<file path="config.mk">
export PLATFORM = sky130hd
export DESIGN_NAME = keypad_matrix_scanner
export DESIGN_NICKNAME = d
export VERILOG_FILES = /design/src/rtl/keypad_matrix_scanner.sv
export SDC_FILE = /design/constraint.sdc
export NUM_CORES = 1
export LEC_CHECK = 0
export CAP_MARGIN = 20
export CORE_MARGIN = 3
export CORE_UTILIZATION = 27
export CTS_BUF_LIST = sky130_fd_sc_hd__clkbuf_16
export CTS_CLUSTER_SIZE = 14
export DETAILED_ROUTE_END_ITERATION = 10
export GPL_TIMING_DRIVEN = 0
export SLEW_MARGIN = 40
export SYNTH_ARGS = -nofsm -noshare
export SYNTH_HDL_FRONTEND = slang
export SYNTH_SLANG_ARGS = --single-unit
</file>
<file path="constraint.sdc">
create_clock -name clk -period 4.5 [get_ports clk]
set_clock_uncertainty 0.2 [all_clocks]
set_input_delay 0.9 -clock clk [delete_from_list [all_inputs] [get_ports clk]]
set_output_delay 0.9 -clock clk [all_outputs]
set_load 0.02 [all_outputs]
</file>
<file path="src/rtl/keypad_matrix_scanner.sv">
// keypad_matrix_scanner: ROWS x COLS active-low matrix keypad scanner with
// per-key debounce and a first-word-fall-through press/release event FIFO.
// Ports: clk, rstn (async active-low), col_drv (one column low per slot),
//   row_in (active-low rows), ev_valid/ev_ready/ev_code/ev_press (event out),
//   key_map (debounced key state), overflow (pulse on dropped event).
// Optional feature: define KEYPAD_REPEAT_EN for typematic repeat press events
//   while exactly one key is held (REPEAT_DELAY / REPEAT_RATE in full scans).
module keypad_matrix_scanner #(
    parameter int COLS       = 5,
    parameter int ROWS       = 4,
    parameter int SCAN_DIV   = 1000,
    parameter int DEBOUNCE   = 8,
    parameter int FIFO_DEPTH = 4,
`ifdef KEYPAD_REPEAT_EN
    parameter int REPEAT_DELAY = 32,
    parameter int REPEAT_RATE  = 8,
`endif
    localparam int CODE_W = $clog2(COLS*ROWS)
) (
    input  logic                 clk,
    input  logic                 rstn,
    output logic [COLS-1:0]      col_drv,
    input  logic [ROWS-1:0]      row_in,
    output logic                 ev_valid,
    input  logic                 ev_ready,
    output logic [CODE_W-1:0]    ev_code,
    output logic                 ev_press,
    output logic [COLS*ROWS-1:0] key_map,
    output logic                 overflow
);
    localparam int KEYS   = COLS*ROWS;
    localparam int CW     = (COLS > 1) ? $clog2(COLS) : 1;
    localparam int RW     = (ROWS > 1) ? $clog2(ROWS) : 1;
    localparam int SW     = $clog2(SCAN_DIV);
    localparam int PW     = $clog2(FIFO_DEPTH);
    localparam int SMP_AT = SCAN_DIV - ROWS - 1;
    localparam int EV_AT  = SCAN_DIV - ROWS;

    logic [SW-1:0]   slot_cnt;
    logic [CW-1:0]   col_idx;
    logic [ROWS-1:0] row_smp;
    logic [3:0]      db_cnt [KEYS];

    logic              eval;
    logic [RW-1:0]     row_sel;
    logic [CODE_W-1:0] key_idx;
    logic              smp_bit;
    logic              cur_bit;
    logic              flip;

    logic              push;
    logic [CODE_W:0]   push_ev;

    // Rows are evaluated one per cycle in the last ROWS cycles of a slot.
    assign eval    = slot_cnt >= SW'(EV_AT);
    assign row_sel = RW'(slot_cnt - SW'(EV_AT));
    assign key_idx = eval ? CODE_W'(int'(col_idx)*ROWS + int'(row_sel)) : '0;
    assign smp_bit = row_smp[row_sel];
    assign cur_bit = key_map[key_idx];
    assign flip    = eval && (smp_bit != cur_bit)
                  && (db_cnt[key_idx] == 4'(DEBOUNCE-1));

    always_ff @(posedge clk or negedge rstn) begin
        if (!rstn) begin
            slot_cnt <= '0;
            col_idx  <= '0;
            col_drv  <= '1;
            row_smp  <= '0;
        end else begin
            col_drv <= ~(COLS'(1) << col_idx);
            if (slot_cnt == SW'(SCAN_DIV-1)) begin
                slot_cnt <= '0;
                col_idx  <= (col_idx == CW'(COLS-1)) ? '0 : col_idx + CW'(1);
            end else begin
                slot_cnt <= slot_cnt + SW'(1);
            end
            // Late sample leaves the column drive time to settle.
            if (slot_cnt == SW'(SMP_AT))
                row_smp <= ~row_in;
        end
    end

    always_ff @(posedge clk or negedge rstn) begin
        if (!rstn) begin
            key_map <= '0;
            for (int k = 0; k < KEYS; k++)
                db_cnt[k] <= '0;
        end else if (eval) begin
            if (smp_bit == cur_bit || flip)
                db_cnt[key_idx] <= '0;
            else
                db_cnt[key_idx] <= db_cnt[key_idx] + 4'd1;
            if (flip)
                key_map[key_idx] <= smp_bit;
        end
    end

`ifdef KEYPAD_REPEAT_EN
    logic [7:0]        rep_cnt;
    logic              rep_first;
    logic              single;
    logic              scan_tick;
    logic              rep_push;
    logic [CODE_W-1:0] held_code;

    assign single = (key_map != '0)
                 && ((key_map & (key_map - KEYS'(1))) == '0);

    always_comb begin
        held_code = '0;
        for (int k = 0; k < KEYS; k++)
            if (key_map[k])
                held_code = CODE_W'(k);
    end

    // Slot 0 of column 0 never evaluates a key, so a repeat
    // push can never collide with a debounce push.
    assign scan_tick = (slot_cnt == '0) && (col_idx == '0);
    assign rep_push  = scan_tick && single && (rep_cnt ==
        (rep_first ? 8'(REPEAT_DELAY-1) : 8'(REPEAT_RATE-1)));

    always_ff @(posedge clk or negedge rstn) begin
        if (!rstn) begin
            rep_cnt   <= '0;
            rep_first <= 1'b1;
        end else if (flip || !single) begin
            rep_cnt   <= '0;
            rep_first <= 1'b1;
        end else if (scan_tick) begin
            if (rep_push) begin
                rep_cnt   <= '0;
                rep_first <= 1'b0;
            end else begin
                rep_cnt <= rep_cnt + 8'd1;
            end
        end
    end

    assign push    = flip | rep_push;
    assign push_ev = flip ? {smp_bit, key_idx} : {1'b1, held_code};
`else
    assign push    = flip;
    assign push_ev = {smp_bit, key_idx};
`endif

    logic [CODE_W:0] mem [FIFO_DEPTH];
    logic [PW-1:0]   wr_ptr;
    logic [PW-1:0]   rd_ptr;
    logic [PW:0]     count;
    logic [CODE_W:0] last_ev;
    logic            full;
    logic            pop;
    logic            do_push;

    assign ev_valid = count != '0;
    assign full     = count == (PW+1)'(FIFO_DEPTH);
    assign pop      = ev_valid && ev_ready;
    assign do_push  = push && (!full || pop);
    // Outputs hold the last popped event while the FIFO is empty.
    assign {ev_press, ev_code} = ev_valid ? mem[rd_ptr] : last_ev;

    always_ff @(posedge clk or negedge rstn) begin
        if (!rstn) begin
            wr_ptr   <= '0;
            rd_ptr   <= '0;
            count    <= '0;
            last_ev  <= '0;
            overflow <= 1'b0;
            for (int i = 0; i < FIFO_DEPTH; i++)
                mem[i] <= '0;
        end else begin
            overflow <= push && full && !pop;
            if (do_push) begin
                mem[wr_ptr] <= push_ev;
                wr_ptr      <= wr_ptr + PW'(1);
            end
            if (pop) begin
                last_ev <= mem[rd_ptr];
                rd_ptr  <= rd_ptr + PW'(1);
            end
            if (do_push && !pop)
                count <= count + (PW+1)'(1);
            else if (!do_push && pop)
                count <= count - (PW+1)'(1);
        end
    end

endmodule

</file>
==> results of run 1 <==
[what timing repair did]
item                                    4_1_cts  5_1_grt
gates resized for setup                       8       15
setup buffers                                 1        1
pin swaps                                     1        1
endpoints found under the setup margin        3        2
[cells in the mapped netlist, types with 2 or more instances]
master / count
nor3_1: 9
xnor2_1: 5
dfstp_2: 5
a211o_1: 2
mux2_2: 30
xor2_1: 7
dfrtp_1: 155
a22o_1: 3
buf_1: 3
nand4_1: 5
o21ai_0: 69
and4_1: 4
a221oi_1: 3
nand2_1: 125
buf_2: 12
nand3_1: 23
ha_1: 13
a31oi_1: 3
clkbuf_1: 23
o221ai_1: 8
nor3b_1: 4
mux2i_1: 13
or3_1: 4
inv_1: 17
nor2_1: 26
o2bb2ai_1: 2
a21oi_1: 7
nand2b_1: 4
and3_1: 11
mux2_1: 37
nor2b_1: 2
o22ai_1: 2
mux4_2: 17
nand3b_1: 2
o31ai_1: 21
buf_4: 2
[cell type report]
type,instances,share of cell area [%]
flip-flops and latches,160,43.5
multi-input cells,479,37.6
well taps,378,5.13
repair buffers,43,5.05
clock buffers,17,4.62
plain buffers,36,1.98
clock inverters,14,1.39
inverters,18,0.733
[state kept, by name, summed over array words and instances (netlist names)]
register  count
key_map      20
last_ev       6
mem          24
col_idx       3
wr_ptr        2
row_smp       4
col_drv       5
count         3
db_cnt       80
overflow      1
rd_ptr        2
slot_cnt     10
[how the worst max path moves through the flow]
stage | from | cells past startpoint | endpoint | slack (ns)
final | slot_cnt[1] | 17 | count[2] | 0.27
after global routing | slot_cnt[3] | 19 | count[2] | 0.07
after CTS | slot_cnt[3] | 19 | count[2] | 0.02
after detailed placement | slot_cnt[1] | 20 | count[2] | -0.64
after global placement | rstn | 1 | db_cnt[21] | -4.41
after floorplan | slot_cnt[3] | 19 | count[2] | 0.42
[per-stage QoR]
step / std cells / setup WS [ns] / setup TNS, ns
final: 1145 / 0.266 / 0
after detailed placement: 1116 / -0.640 / -1.20
after CTS: 1148 / 0.0244 / 0
after global routing: 1145 / 0.0710 / 0
after floorplan: 697 / 0.422 / 0
after global placement: 1114 / -4.41 / -693.57
[where the power goes]
part           internal, mW  switching (mW)  total [mW]
sequential             1.44               0        1.44
combinational        0.0101          0.0291      0.0391
clock                 0.803           0.578        1.38
total                  2.25           0.607        2.86
[per-layer routing]
metal  track usage (%)  wire length (um)  vias up
li1                  -                 -     2609
met1              18.2              8940     2826
met2              21.0              9140      148
met3              3.21               968       31
met4              5.02               476        0
met5                 0                 0        -
[cell families (layout without fill, tap and decap cells)]
| family | Yosys count | count (layout) | synth area share (%) |
|---|---|---|---|
| DFF | 160 | 160 | 52.3 |
| xor gates and xnor gates | 12 | 12 | 1.37 |
| buffers and inverters | 58 | 128 | 3.13 |
| adders and majority gates | 14 | 14 | 2.38 |
| muxes | 97 | 97 | 16.5 |
| and+or+nand+nor | 223 | 223 | 13.3 |
| AOI/OAI and AO/OA | 133 | 133 | 11.0 |
==> impl_metrics.toml, run 1 <==
[setup_path]
crit_slowest_cell = "nor4_4"
critPathMaxStageDelay_ns = 0.42
worstSetupPathType = "register to register"
regToRegSetupSlack_ns = 0.27
r2r-end = "count[2]"
worst-path-buf-inv = 5
reg2reg_from = "slot_cnt[1]"
arrival_ns = 4.39
reg2reg_depth = 17
critical_path.max_fanout = 10
cp-end-kind = "register"
cp_top_family = "compound AO/OA/AOI/OAI gates"
critPathRequiredTime_ns = 4.65
crit_chain = "buf_4 > buf_2 > mux2i_1 > a221oi_1 > a211o_1 > o21ai_0 > a32o_1 > nor4_4 > buf_6 > nand2_1 > inv_1 > ha_1 > inv_1 > fa_1 > xor2_1 > nor2_1 > xor2_1"
critPathLaunchType = "register"

[global_route]
grt_pass1_wl_mm = 32.3
grt_overflow = 0
grt_max_degree = 64
grt_pass1_vias = 5714
track_usage_pct = 13.5
antenna_found_initial = 0

[synth]
synth_area_per_cell_um2 = 11.0
ys_seq_area_share_pct = 52.3
ys_warn_count = 0
yosysTopAreaCell = "dfrtp_1"
netlist_area_um2 = 7670
synthesis.nets = 718
synth_area_leaders = "dfrtp_1 (51%), nand2_1 (6.1%), mux2_1 (5.4%)"
yosys_most_used_dff = "dfrtp_1"
ys_ff_latch = 160
synthDistinctLibCells = 55
synth_cells = 697
yosys.area.top_type_share_pct = 50.6
synth_edf_count = 0
async_flop_share_pct = 100

[cells_and_area]
final_area_um2 = 9210
diodes = 0
post-route-util_pct = 33.1
layout_common_cells = "dfrtp_1 (154), nand2_1 (125), o21ai_0 (68), clkdlybuf4s50_1 (38), mux2_1 (37)"
mostFrequentLayoutCell = "dfrtp_1"
seq_area_um2 = 4010
areaGrowthSynthToFinish_pct = 20.1
layout.nets = 776
fillers = 2803
drive_above_1_share_pct = 14.6
multi_input_area_um2 = 3460

[sta]
fmax_mhz = 236
slew_violations = 0
worst_pin_slew_ns = 0.780
period_share_pct = 94.1
hold_violations = 0
timing.hold.ws_ns = 0.168
finalSetupViolCount = 0
period_needed_ns = 4.23
slew_headroom_pct = 47.7
grt_setup_unrepaired = "no"

[drt]
ant_nets = 0
dr.pass1.iters = 5
detail_route.wl_per_cell_um = 17.0
vias = 5614
wl_mm = 19.5
drtIter0Drc = 451
drc = 0
vias_per_cell = 4.90

[power_and_ir_drop]
leakage_nw = 4.01
power_density_nw_per_um2 = 310
power_mw = 2.86
peakVddDrop_v = 0.000251

[hold_path]
hold_class = "input pin to async pin"

[placed_design]
io_buffers = 39
place.gp.congestion = 0.857
placed_area_um2 = 8610
dp_hpwl_mm = 13.9

[floorplanning]
die_h_um = 175
start_util_pct = 27.5
coreArea_um2 = 27900
die_width_um = 175
pin_count = 40
die_area_um2 = 30500
rows = 61

[clock_tree]
clk_latency_ns = 0.43
clock-root-buffer = "clkbuf_16"
cts_buffers = 17
clock_path_buffers = 2
holdBufCountCts = 0
htree_levels = 4
clkSinkCount = 160
clk_pin_slew_ns = 0.06
tritoncts = "built"

[run]
cap_violations = 0

[status]
status = "finished, final reports clean"
(Power assumes the default switching activity.)
==> run 2: changes to the inputs <==
--- a/config.mk
+++ b/config.mk
@@ -12,6 +12,7 @@
 export CTS_CLUSTER_SIZE = 14
 export DETAILED_ROUTE_END_ITERATION = 10
 export GPL_TIMING_DRIVEN = 0
+export PLACE_DENSITY = 0.53
 export SLEW_MARGIN = 40
 export SYNTH_ARGS = -nofsm -noshare
 export SYNTH_HDL_FRONTEND = slang
==> impl_metrics.toml, run 2 (synthesized netlist as in run 1, its figures left out) <==
[sta]
slew_headroom_pct = 45.0
fmax_mhz = 236
period_needed_ns = 4.24
period_share_pct = 94.2
finalSetupViolCount = 0
fin_setup_tns_ns = 0
worst_pin_slew_ns = 0.820
hold_violations = 0
grt_setup_unrepaired = "no"
slew_violations = 0

[setup_path]
worst-path-buf-inv = 5
critPathMaxStageDelay_ns = 0.42
crit_chain = "buf_2 > or3_4 > and3_1 > buf_2 > o2bb2ai_1 > a32oi_1 > nand2b_1 > ha_1 > nand2_1 > nor4_4 > buf_6 > nand2_1 > inv_1 > ha_1 > inv_1 > fa_1 > xor2_1 > nor2_1 > xor2_1"
crit_slowest_cell = "or3_4"
critPathLaunchType = "register"
worstSetupPathType = "register to register"
cp-end-kind = "register"
critPathRequiredTime_ns = 4.66
critical_path.max_fanout = 10
arrival_ns = 4.40
cp_top_family = "simple AND/OR/NAND/NOR gates"

[placed_design]
place.gp.congestion = 0.828
io_buffers = 39
dp_hpwl_mm = 14.2
dp.cells = 1116

[clock_tree]
clkSinkCount = 160
clk_latency_ns = 0.43
clk_pin_slew_ns = 0.07
cts_buffers = 17
clock_path_buffers = 2
tritoncts = "built"
clock-root-buffer = "clkbuf_16"
holdBufCountCts = 0
htree_levels = 4

[drt]
dr.pass1.iters = 5
vias = 5565
drtIter0Drc = 501
drc = 0
ant_nets = 0
vias_per_cell = 4.85
wl_mm = 20.1
detail_route.wl_per_cell_um = 17.5

[global_route]
grtUsageMet2_pct = 21.5
grt_max_degree = 72
met3_usage_pct = 3.36
grt_busiest_layer = "met2"
grt_pass1_wl_mm = 33.0
grt_overflow = 0
antenna_found_initial = 0
met1_usage_pct = 19.2
grt_pass1_vias = 5589
track_usage_pct = 13.8

[floorplanning]
die_h_um = 175
coreArea_um2 = 27900
die_area_um2 = 30500
start_util_pct = 27.5
die_width_um = 175
pin_count = 40
rows = 61

[power_and_ir_drop]
switching_share_pct = 22.4
peakVddDrop_v = 0.000244
power_density_nw_per_um2 = 308
comb_power_share_pct = 1.4
p_switching_uw = 638
power_mw = 2.84
pwr-share-seq_pct = 50.6
leakage_nw = 4.00
power_frac_clock_pct = 48.0
intPower_mw = 2.20

[cells_and_area]
layout_common_cells = "dfrtp_1 (154), nand2_1 (125), o21ai_0 (68), clkdlybuf4s50_1 (38), mux2_1 (37)"
instances_no_fill = 1147
diodes = 0
largest_reg_flops = 80
layout.nets = 777
top_register = "db_cnt"
areaGrowthSynthToFinish_pct = 20.1
fillers = 2810
top_regs = "db_cnt (80), mem (24), key_map (20)"
mostFrequentLayoutCell = "dfrtp_1"
drive_above_1_share_pct = 15.0

[run]
cap_violations = 0

[status]
status = "finished, final reports clean"

[hold_path]
hold_class = "input pin to async pin"
## run 2: cell types whose count changed in the layout (fill, tap and decap cells not counted), sizes merged
cell and change:
clkinvlp +1, bufinv -1, buf -2, inv -1, clkbuf +3, clkinv +2
## run 2: metal layers
layer | part of all wire [%] | wire length [um] | vias to the layer above
met2 | 47 | 9460 | 116
met5 | 0 | 0 | -
met1 | 47 | 9350 | 2803
li1 | - | - | 2621
met3 | 4.6 | 925 | 25
met4 | 1.7 | 335 | 0
## run 2: worst register-to-register path, delay by kind of cell (launching register included)
family,cells,cell delay [ns]
and+or+nand+nor,7,1.51
buffers and inverters,5,0.67
adders and majority gates,3,0.75
DFF,1,0.36
xor gates and xnor gates,2,0.32
AOI/OAI and AO/OA,2,0.38
## run 2: power groups by stage
stage	combinational (mW)	clock [mW]	sequential, mW
after global routing	0.0466	1.46	1.44
after global placement	0.0357	0	1.47
after CTS	0.0426	1.40	1.44
after detailed placement	0.0425	0	1.47
final	0.0395	1.36	1.44
after floorplan	0.0000592	0	1.47
## run 2: metrics by stage
stage	util [%]	worst slack, ns	hold WS (ns)	cell area [um2]
2_1_floorplan	-	0.422	0.243	7670
3_3_place_gp	30.6	-4.51	0.255	8530
3_5_place_dp	30.9	-0.725	0.261	8620
4_1_cts	33.0	0.00550	0.146	9190
5_1_grt	33.1	0.0251	0.161	9210
6_report	33.1	0.259	0.152	9210
## run 2: layout make-up
cell class	count	area [um2]	share of cell area, %
clock buffers	17	425	4.62
plain buffers	36	189	2.05
clock inverters	15	120	1.30
flip-flops and latches	160	4010	43.5
multi-input cells	479	3450	37.5
inverters	18	67.6	0.733
repair buffers	44	473	5.13
well taps	378	473	5.13
## run 2: final timing paths
| path | from | to | slack (ns) | depth (start not counted) |
|---|---|---|---|---|
| setup / recovery | slot_cnt[3] | count[2] | 0.26 | 19 |
| hold / removal | rstn | count[2] | 0.15 | 1 |
| hold reg to reg | db_cnt[10] | db_cnt[10] | 0.27 | 2 |
| setup reg to reg | slot_cnt[3] | count[2] | 0.26 | 19 |
| min in group clk | db_cnt[10] | db_cnt[10] | 0.27 | 2 |
| max in group asynchronous | rstn | db_cnt[79] | 3.26 | 2 |
## run 2: timing repair
item,in CTS,in global routing
setup buffers,1,2
pin swaps,1,1
hold endpoints to repair,0,0
setup endpoints to repair,11,2
gates resized for setup,9,13
==> run 3: changes to the inputs <==
--- a/config.mk
+++ b/config.mk
@@ -13,7 +13,6 @@
 export DETAILED_ROUTE_END_ITERATION = 10
 export GPL_TIMING_DRIVEN = 0
 export PLACE_DENSITY = 0.53
-export SLEW_MARGIN = 40
 export SYNTH_ARGS = -nofsm -noshare
 export SYNTH_HDL_FRONTEND = slang
 export SYNTH_SLANG_ARGS = --single-unit
==> impl_metrics.toml, run 3 (synthesized netlist as in run 1, its figures left out) <==
[cells_and_area]
post-route-util_pct = 33.1
mostFrequentLayoutCell = "dfrtp_1"
top_register = "db_cnt"
final_area_um2 = 9210
top_regs = "db_cnt (80), mem (24), key_map (20)"
layout.nets = 781
diodes = 0
fillers = 2865
largest_reg_flops = 80
drive_above_1_share_pct = 14.1
areaGrowthSynthToFinish_pct = 20.1
instances_no_fill = 1150
layout_common_cells = "dfrtp_1 (154), nand2_1 (125), o21ai_0 (68), clkdlybuf4s50_1 (38), mux2_1 (37)"

[setup_path]
regToRegSetupSlack_ns = 0.26
critPathRequiredTime_ns = 4.66
worstSetupPathType = "register to register"
arrival_ns = 4.39
cp_top_family = "buffers and inverters"
cp-end-kind = "register"
worst-path-buf-inv = 7
critPathLaunchType = "register"
critPathMaxStageDelay_ns = 0.48
crit_chain = "buf_4 > buf_4 > buf_6 > clkbuf_1 > a31oi_1 > o221ai_1 > o21ai_1 > ha_1 > nand2_1 > nor4_4 > buf_6 > nand2_1 > inv_1 > ha_1 > inv_1 > fa_1 > xor2_1 > nor2_1 > xor2_1"
critical_path.max_fanout = 10
crit_slowest_cell = "dfrtp_2"

[drt]
vias_per_cell = 4.83
dr.pass1.iters = 5
wl_mm = 20.2
detail_route.wl_per_cell_um = 17.6
ant_nets = 0
drtIter0Drc = 435
drc = 0
vias = 5553

[power_and_ir_drop]
peakVddDrop_v = 0.000242
power_mw = 2.86
intPower_mw = 2.25
leakage_nw = 4.01
pwr-share-seq_pct = 50.2
power_density_nw_per_um2 = 311
comb_power_share_pct = 1.3
switching_share_pct = 21.5
p_switching_uw = 615
power_frac_clock_pct = 48.5

[status]
status = "finished, final reports clean"

[sta]
slew_headroom_pct = 38.5
worst_pin_slew_ns = 0.916
period_needed_ns = 4.24
fmax_mhz = 236
grt_setup_unrepaired = "no"
fin_setup_tns_ns = 0
slew_violations = 0
hold_violations = 0
finalSetupViolCount = 0
period_share_pct = 94.2

[floorplanning]
pin_count = 40
start_util_pct = 27.5
die_area_um2 = 30500
coreArea_um2 = 27900
die_width_um = 175
rows = 61
die_h_um = 175

[run]
cap_violations = 0

[placed_design]
dp_hpwl_mm = 14.2
place.gp.congestion = 0.828
io_buffers = 39
placed_area_um2 = 8590
dp.cells = 1118

[global_route]
grt_max_degree = 84
grt_overflow = 0
grt_pass1_wl_mm = 33.2
antenna_found_initial = 0
grt_pass1_vias = 5676
track_usage_pct = 13.8

[clock_tree]
clock_path_buffers = 2
htree_levels = 4
cts_buffers = 17
clock-root-buffer = "clkbuf_16"
clkSinkCount = 160
holdBufCountCts = 0
clk_latency_ns = 0.43
tritoncts = "built"
clk_pin_slew_ns = 0.07

[hold_path]
hold_class = "input pin to async pin"
## run 3: final timing paths
check | end | cells after the start | from
worst max-delay path | count[2] | 19 | slot_cnt[0]
worst min-delay path | rd_ptr[1] | 1 | rstn
worst max register to register | count[2] | 19 | slot_cnt[0]
worst min register to register | db_cnt[10] | 2 | db_cnt[10]
max in group asynchronous | db_cnt[52] | 2 | rstn
min in group clk | db_cnt[10] | 2 | db_cnt[10]
## run 3: per-stage QoR
stage / hold slack (ns) / setup WS (ns)
6_report: 0.224 / 0.263
5_1_grt: 0.286 / 0.0174
4_1_cts: 0.265 / 0.00733
3_5_place_dp: 0.261 / -0.703
3_3_place_gp: 0.255 / -4.51
2_1_floorplan: 0.243 / 0.422
## run 3: what timing repair did
item,in CTS,in global routing
endpoints found under the setup margin,9,2
pin swaps,1,2
setup buffers,1,2
cloned,0,0
hold endpoints to repair,0,0
gates resized for setup,8,17
## run 3: routing by layer
| metal | part of all wire [%] | wire length [um] | track usage, % |
|---|---|---|---|
| met4 | 1.6 | 326 | 3.56 |
| met3 | 4.6 | 926 | 3.34 |
| met5 | 0 | 0 | 0 |
| met1 | 48 | 9650 | 19.5 |
| met2 | 46 | 9300 | 21.3 |
## run 3: layout make-up
| class | count | area [um2] | area share (%) |
|---|---|---|---|
| multi-input combinational | 479 | 3440 | 37.3 |
| tap | 378 | 473 | 5.13 |
| inverter | 18 | 67.6 | 0.733 |
| clock inverter | 14 | 125 | 1.36 |
| buffer | 37 | 201 | 2.19 |
| clock buffer | 17 | 425 | 4.62 |
| sequential | 160 | 4010 | 43.5 |
| timing repair buffer | 47 | 470 | 5.11 |
## run 3: power by group through the flow
stage / Clock, mW / Sequential (mW) / Combinational (mW)
3_3_place_gp: 0 / 1.47 / 0.0357
5_1_grt: 1.49 / 1.44 / 0.0430
2_1_floorplan: 0 / 1.47 / 0.0000592
6_report: 1.39 / 1.44 / 0.0364
4_1_cts: 1.42 / 1.44 / 0.0392
3_5_place_dp: 0 / 1.47 / 0.0393
